===== src/rtl/score_pkg.sv =====
// score_pkg: shared types and constants for the score digit scheduler
package score_pkg;
    typedef enum logic [1:0] {IDLE, CONVERT, HOLD} sched_state_t;
    typedef logic [3:0] bcd_digit_t;
    function automatic int max_value(input int digits);
        int v;
        v = 1;
        for (int i = 0; i < digits; i++) v = v * 10;
        return v - 1;
    endfunction
endpackage


===== src/rtl/bcd_double_dabble.sv =====
// bcd_double_dabble: multi-cycle shift-add-3 binary to BCD converter
module bcd_double_dabble
    import score_pkg::*;
#(
    parameter int VAL_WIDTH  = 14,
    parameter int NUM_DIGITS = 4
) (
    input  logic                    clk,
    input  logic                    rst_n,
    input  logic                    start,
    input  logic [VAL_WIDTH-1:0]    value,
    output logic                    busy,
    output logic                    done,
    output logic [4*NUM_DIGITS-1:0] bcd
);
    localparam int CW = $clog2(VAL_WIDTH + 1);
    logic [VAL_WIDTH-1:0]    shift;
    logic [CW-1:0]           count;
    logic [4*NUM_DIGITS-1:0] adj;
    bcd_digit_t              nib;
    assign done = busy && count == CW'(1);
    always_comb begin
        adj = bcd;
        nib = '0;
        for (int i = 0; i < NUM_DIGITS; i++) begin
            nib = bcd[4*i +: 4];
            adj[4*i +: 4] = nib >= 4'd5 ? nib + 4'd3 : nib;
        end
    end
    always_ff @(posedge clk) begin
        if (!rst_n) begin
            busy  <= 1'b0;
            count <= '0;
            shift <= '0;
            bcd   <= '0;
        end else if (start) begin
            busy  <= 1'b1;
            count <= CW'(VAL_WIDTH);
            shift <= value;
            bcd   <= '0;
        end else if (busy) begin
            bcd   <= {adj[4*NUM_DIGITS-2:0], shift[VAL_WIDTH-1]};
            shift <= shift << 1;
            count <= count - 1'b1;
            busy  <= !done;
        end
    end
endmodule


===== src/rtl/score_digit_scheduler.sv =====
// score_digit_scheduler: converts a score to BCD, commits it at frame start and steers a shared digit sprite
module score_digit_scheduler
    import score_pkg::*;
#(
    parameter int NUM_DIGITS    = 4,
    parameter int VAL_WIDTH     = 14,
    parameter int DIGIT_W       = 24,
    parameter int BLANK_LEADING = 1
) (
    input  logic                 pixel_clk_in,
    input  logic                 rst_n_in,
    input  logic [VAL_WIDTH-1:0] value_in,
    input  logic                 value_valid_in,
    output logic                 value_ready_out,
    input  logic [10:0]          hcount_in,
    input  logic [9:0]           vcount_in,
    input  logic [10:0]          x_in,
    input  logic [9:0]           y_in,
    output logic [10:0]          hcount_out,
    output logic [9:0]           vcount_out,
    output logic [10:0]          sprite_x_out,
    output logic [9:0]           sprite_y_out,
    output logic [3:0]           number_out,
    output logic                 digit_en_out
);
    localparam int SW   = $clog2(NUM_DIGITS) + 1;
    localparam int IW   = $clog2(NUM_DIGITS);
    localparam int PW   = $clog2(DIGIT_W);
    localparam int MAXV = max_value(NUM_DIGITS);
    localparam logic [SW-1:0] SLOT_LAST = SW'(NUM_DIGITS - 1);
    localparam logic [PW-1:0] PIX_LAST  = PW'(DIGIT_W - 1);

    sched_state_t            state;
    bcd_digit_t              disp [NUM_DIGITS];
    logic [4*NUM_DIGITS-1:0] shadow;
    logic                    dd_busy, dd_done, start, frame_start, run_zero;
    logic [VAL_WIDTH-1:0]    clamped;
    logic                    active, active_nx;
    logic [SW-1:0]           slot, slot_nx;
    logic [PW-1:0]           pix, pix_nx;
    logic [10:0]             xacc, xacc_nx;
    logic [NUM_DIGITS-1:0]   blank;

    assign start       = value_valid_in && value_ready_out;
    assign frame_start = hcount_in == '0 && vcount_in == '0;
    assign clamped     = 32'(value_in) > 32'(MAXV) ? VAL_WIDTH'(MAXV) : value_in;

    bcd_double_dabble #(.VAL_WIDTH(VAL_WIDTH), .NUM_DIGITS(NUM_DIGITS)) u_dd (
        .clk(pixel_clk_in), .rst_n(rst_n_in), .start(start), .value(clamped),
        .busy(dd_busy), .done(dd_done), .bcd(shadow)
    );

    // A slot is blank while every digit from the left up to it is zero; the last slot always shows.
    always_comb begin
        run_zero = BLANK_LEADING != 0;
        blank = '0;
        for (int i = 0; i < NUM_DIGITS - 1; i++) begin
            run_zero = run_zero && disp[i] == '0;
            blank[i] = run_zero;
        end
    end

    always_comb begin
        active_nx = active;
        slot_nx   = slot;
        pix_nx    = pix;
        xacc_nx   = xacc;
        if (hcount_in == x_in) begin
            active_nx = 1'b1;
            slot_nx   = '0;
            pix_nx    = '0;
            xacc_nx   = x_in;
        end else if (hcount_in < x_in) begin
            active_nx = 1'b0;
        end else if (active) begin
            pix_nx = pix == PIX_LAST ? '0 : pix + 1'b1;
            if (pix == PIX_LAST) begin
                slot_nx   = slot + 1'b1;
                xacc_nx   = xacc + 11'(DIGIT_W);
                active_nx = slot != SLOT_LAST;
            end
        end
    end

    always_ff @(posedge pixel_clk_in) begin
        if (!rst_n_in) begin
            state           <= IDLE;
            value_ready_out <= 1'b1;
            disp            <= '{default: '0};
            active          <= 1'b0;
            slot            <= '0;
            pix             <= '0;
            xacc            <= '0;
            hcount_out      <= '0;
            vcount_out      <= '0;
            sprite_y_out    <= '0;
        end else begin
            active       <= active_nx;
            slot         <= slot_nx;
            pix          <= pix_nx;
            xacc         <= xacc_nx;
            hcount_out   <= hcount_in;
            vcount_out   <= vcount_in;
            sprite_y_out <= y_in;
            unique case (state)
                IDLE: if (start) begin
                    state           <= CONVERT;
                    value_ready_out <= 1'b0;
                end
                CONVERT: if (dd_done || !dd_busy) state <= HOLD;
                HOLD: if (frame_start) begin
                    state           <= IDLE;
                    value_ready_out <= 1'b1;
                    for (int i = 0; i < NUM_DIGITS; i++) disp[i] <= shadow[4*(NUM_DIGITS-1-i) +: 4];
                end
                default: state <= IDLE;
            endcase
        end
    end

    assign number_out   = slot < SW'(NUM_DIGITS) ? disp[slot[IW-1:0]] : '0;
    assign digit_en_out = active && !blank[slot[IW-1:0]];
    assign sprite_x_out = xacc;
endmodule


===== config.mk =====
export PLATFORM = sky130hd
export DESIGN_NAME = score_digit_scheduler
export DESIGN_NICKNAME = d
export VERILOG_FILES = /design/src/rtl/score_pkg.sv /design/src/rtl/bcd_double_dabble.sv /design/src/rtl/score_digit_scheduler.sv
export SDC_FILE = /design/constraint.sdc
export NUM_CORES = 1
export LEC_CHECK = 0
export CAP_MARGIN = 25
export CORE_MARGIN = 8
export CORE_UTILIZATION = 52
export CTS_BUF_LIST = sky130_fd_sc_hd__clkbuf_8
export DETAILED_ROUTE_END_ITERATION = 6
export PLACE_DENSITY = 0.87
export SLEW_MARGIN = 40
export SYNTH_ARGS = -nofsm -noshare
export SYNTH_HDL_FRONTEND = slang
export SYNTH_SLANG_ARGS = --single-unit

===== constraint.sdc =====
create_clock -name pixel_clk_in -period 3.1 [get_ports pixel_clk_in]
set_input_delay 0.775 -clock pixel_clk_in [delete_from_list [all_inputs] [get_ports pixel_clk_in]]
set_output_delay 0.775 -clock pixel_clk_in [all_outputs]
set_load 0.1 [all_outputs]

==> impl_metrics.toml, run 1 <==
[grt]
grt_max_degree = 44
grt_pass1_wl_mm = 19.0
overflow = 0
track_usage = 0.183
antenna_found_initial = 0
grt_pass1_vias = 3984

[power]
ir_drop_mv = 0.299
fin_total_pwr_w = 0.00287
p_per_area_nw_per_um2 = 473
clkPwrFrac = 0.315
power_frac_comb = 0.187
internal_power_w = 0.00198
leakagePower_nw = 2.38
switching_share = 0.311
switchingPower_w = 0.000894
p_seq_frac = 0.498

[min_path]
hold_path.class = "flop to flop"
hold_start = "u_dd.shift[3]"

[placed_design]
gp_congestion = 0.853
dp_hpwl_mm = 8.75
portBuffers = 106
dp.cells = 737

[timing]
rsz0062_at_grt = "no"
setup_tns_ns = 0
max_freq_ghz = 0.369
whs_ns = 0.464
post-route-min-period_ns = 2.71
maxSlewViolCount = 0
hold_viol_final = 0
worst_pin_slew_ns = 0.491
period_share = 0.874
setup_viol = 0
slew_headroom = 0.673
finClkSkew_ns = 0.0148

[clock_network]
cts.sinks = 105
cts_hold_buf = 0
cts_resized = 0
root_buffer = "clkbuf_8"
clk_pin_slew_ns = 0.11
clockBufferDepth = 2
post_cts_buffers = 0
cts_buffers = 9
cts_tree = "built"
clk_latency_ns = 0.37
htree_levels = 3

[floorplanning]
dieArea_um2 = 12500
die_x_um = 112
core_um2 = 9060
start_util = 0.527
chipHeight_um = 112
num_rows = 35
ioPinCount = 107

[finish]
final_util = 0.670
drive_above_1_share = 0.146
stdcell_count = 753
num-nets-final = 721
num_antenna_cells = 0
area_growth_pct = 27.2

[route]
drt_first_pass_iters = 4
drc = 0
via_count = 4074
wl_met3_um = 641
top_layer_used = "met4"
ant_nets = 0
met1_length_mm = 5.02
wl_met2_mm = 5.86
routed_wl_mm = 11.8
via_per_inst = 5.41
drt_iter0_markers = 194
wl_per_cell_um = 15.6

[setup_path]
crit_type = "primary input to flop"
timing.rr.start = "pix[0]"
cp.arrival_ns = 2.98
path_cells = "clkdlybuf4s50_1, inv_1, ha_1, nand3_1, nor3_2, a211oi_2, buf_4, a2111oi_1, xnor2_1, o21ai_1"
cp_slowest_cell = "clkdlybuf4s50_1"
crit_path_start = "x_in[9]"
critPathMaxStageDelay_ns = 0.49
cp-start-kind = "primary input"
crit_fanout = 8
critPathCaptureType = "flop"
cp_data_required_time_ns = 3.37

[synth]
syn_area_per_cell_um2 = 9.01
synth_top_area_share = 0.440
ys.flop_type = "dfxtp_1"
ys_types = 48
synth_nets = 614
synth.area.top_cells = "dfxtp_1 (44%), ha_1 (6.6%), mux2i_1 (5.5%), a21oi_1 (4.7%), and2_1 (4.5%)"
ys_seq_area_frac = 0.440
ys_seq_elements = 105
yosys.area.top_type = "dfxtp_1"
synth_cells = 530
ys_warn_count = 0
syn_area_um2 = 4770
postSynth.asyncResetShare = 0
synth-edff-count = 0

[job]
max_cap_violations = 0

[outcome]
status = "finished clean"
registers in the layout, summed over array words and instances (netlist names), 2 cells and up:
| signal | cells |
|---|---|
| state | 2 |
| sprite_y_out | 10 |
| pix | 5 |
| u_dd.shift | 14 |
| sprite_x_out | 11 |
| hcount_out | 11 |
| u_dd.bcd | 16 |
| disp | 16 |
| vcount_out | 10 |
| slot | 3 |
| u_dd.count | 4 |
through the flow:
stage	worst slack (ns)	area [um^2]
2_1_floorplan	0.122	4770
3_3_place_gp	0.104	5850
3_5_place_dp	0.0341	5850
4_1_cts	0.411	6070
5_1_grt	0.254	6070
6_report	0.392	6070
worst paths after layout:
path | to | slack, ns | cells after the start
max | sprite_x_out[10] | 0.39 | 10
min reg2reg | u_dd.shift[3] | 0.46 | 2
min | u_dd.shift[3] | 0.46 | 2
max reg2reg | sprite_x_out[10] | 1.11 | 6
placed cells by master (no fill, tap or decap), types with 7 or more instances in the layout:
| cell | count |
|---|---|
| dfxtp_1 | 105 |
| buf_4 | 60 |
| clkdlybuf4s50_1 | 58 |
| nor2_1 | 55 |
| nand2_1 | 49 |
| a21oi_1 | 45 |
| and2_1 | 34 |
| inv_1 | 29 |
| mux2i_1 | 26 |
| o21ai_0 | 25 |
| ha_1 | 25 |
| nand3_1 | 14 |
| xnor2_1 | 13 |
| nor4_1 | 10 |
| clkbuf_8 | 9 |
| a211oi_1 | 7 |
power by group through the flow:
stage	clock network (W)	logic (W)	registers (W)
3_5_place_dp	0	0.000537	0.00146
3_3_place_gp	0	0.000526	0.00146
4_1_cts	0.000924	0.000540	0.00143
6_report	0.000905	0.000538	0.00143
5_1_grt	0.000970	0.000575	0.00144
2_1_floorplan	0	0.000176	0.00164
cells in the mapped netlist, drive strengths merged (8+ instances only):
cell and instances:
a211oi 8, a21oi 47, and2 34, clkbuf 18, dfxtp 105, ha 25, inv 29, mux2i 26
nand2 49, nand3 14, nor2 55, nor4 11, o21ai 29, xnor2 13
worst max-delay path: cells and delay by family:
family	cells	cell delay [ns]
buf+inv	3	0.72
compound gates	3	0.63
simple gates	2	0.36
fa+ha+maj	1	0.30
xor+xnor	1	0.18
cell families after synthesis:
group	share of synthesized area
mux	0.0899
fa+ha+maj	0.0655
compound gates	0.122
xor+xnor	0.0312
flops	0.440
simple gates	0.204
buf+inv	0.0467
area by class of cell:
class	count	area, um^2
Multi-Input combinational cell	372	2450
Sequential cell	105	2100
Fill cell	703	3000
Timing Repair Buffer	119	1050
Clock inverter	7	92.6
Inverter	30	113
Tap cell	111	139
Clock buffer	9	124
layer usage:
| metal | vias to the layer above | track usage |
|---|---|---|
| li1 | 2030 | - |
| met4 | 0 | 0.0720 |
| met3 | 19 | 0.0438 |
| met2 | 95 | 0.326 |
| met5 | - | 0 |
| met1 | 1930 | 0.204 |
No activity file was read; power rests on OpenSTA's default activity.
==> run 2: changes to the inputs <==
GPL_ROUTABILITY_DRIVEN = 0   (was unset)
==> results of run 2 <==
No change in the layout: final DEF, timing and power equal those of run 1.
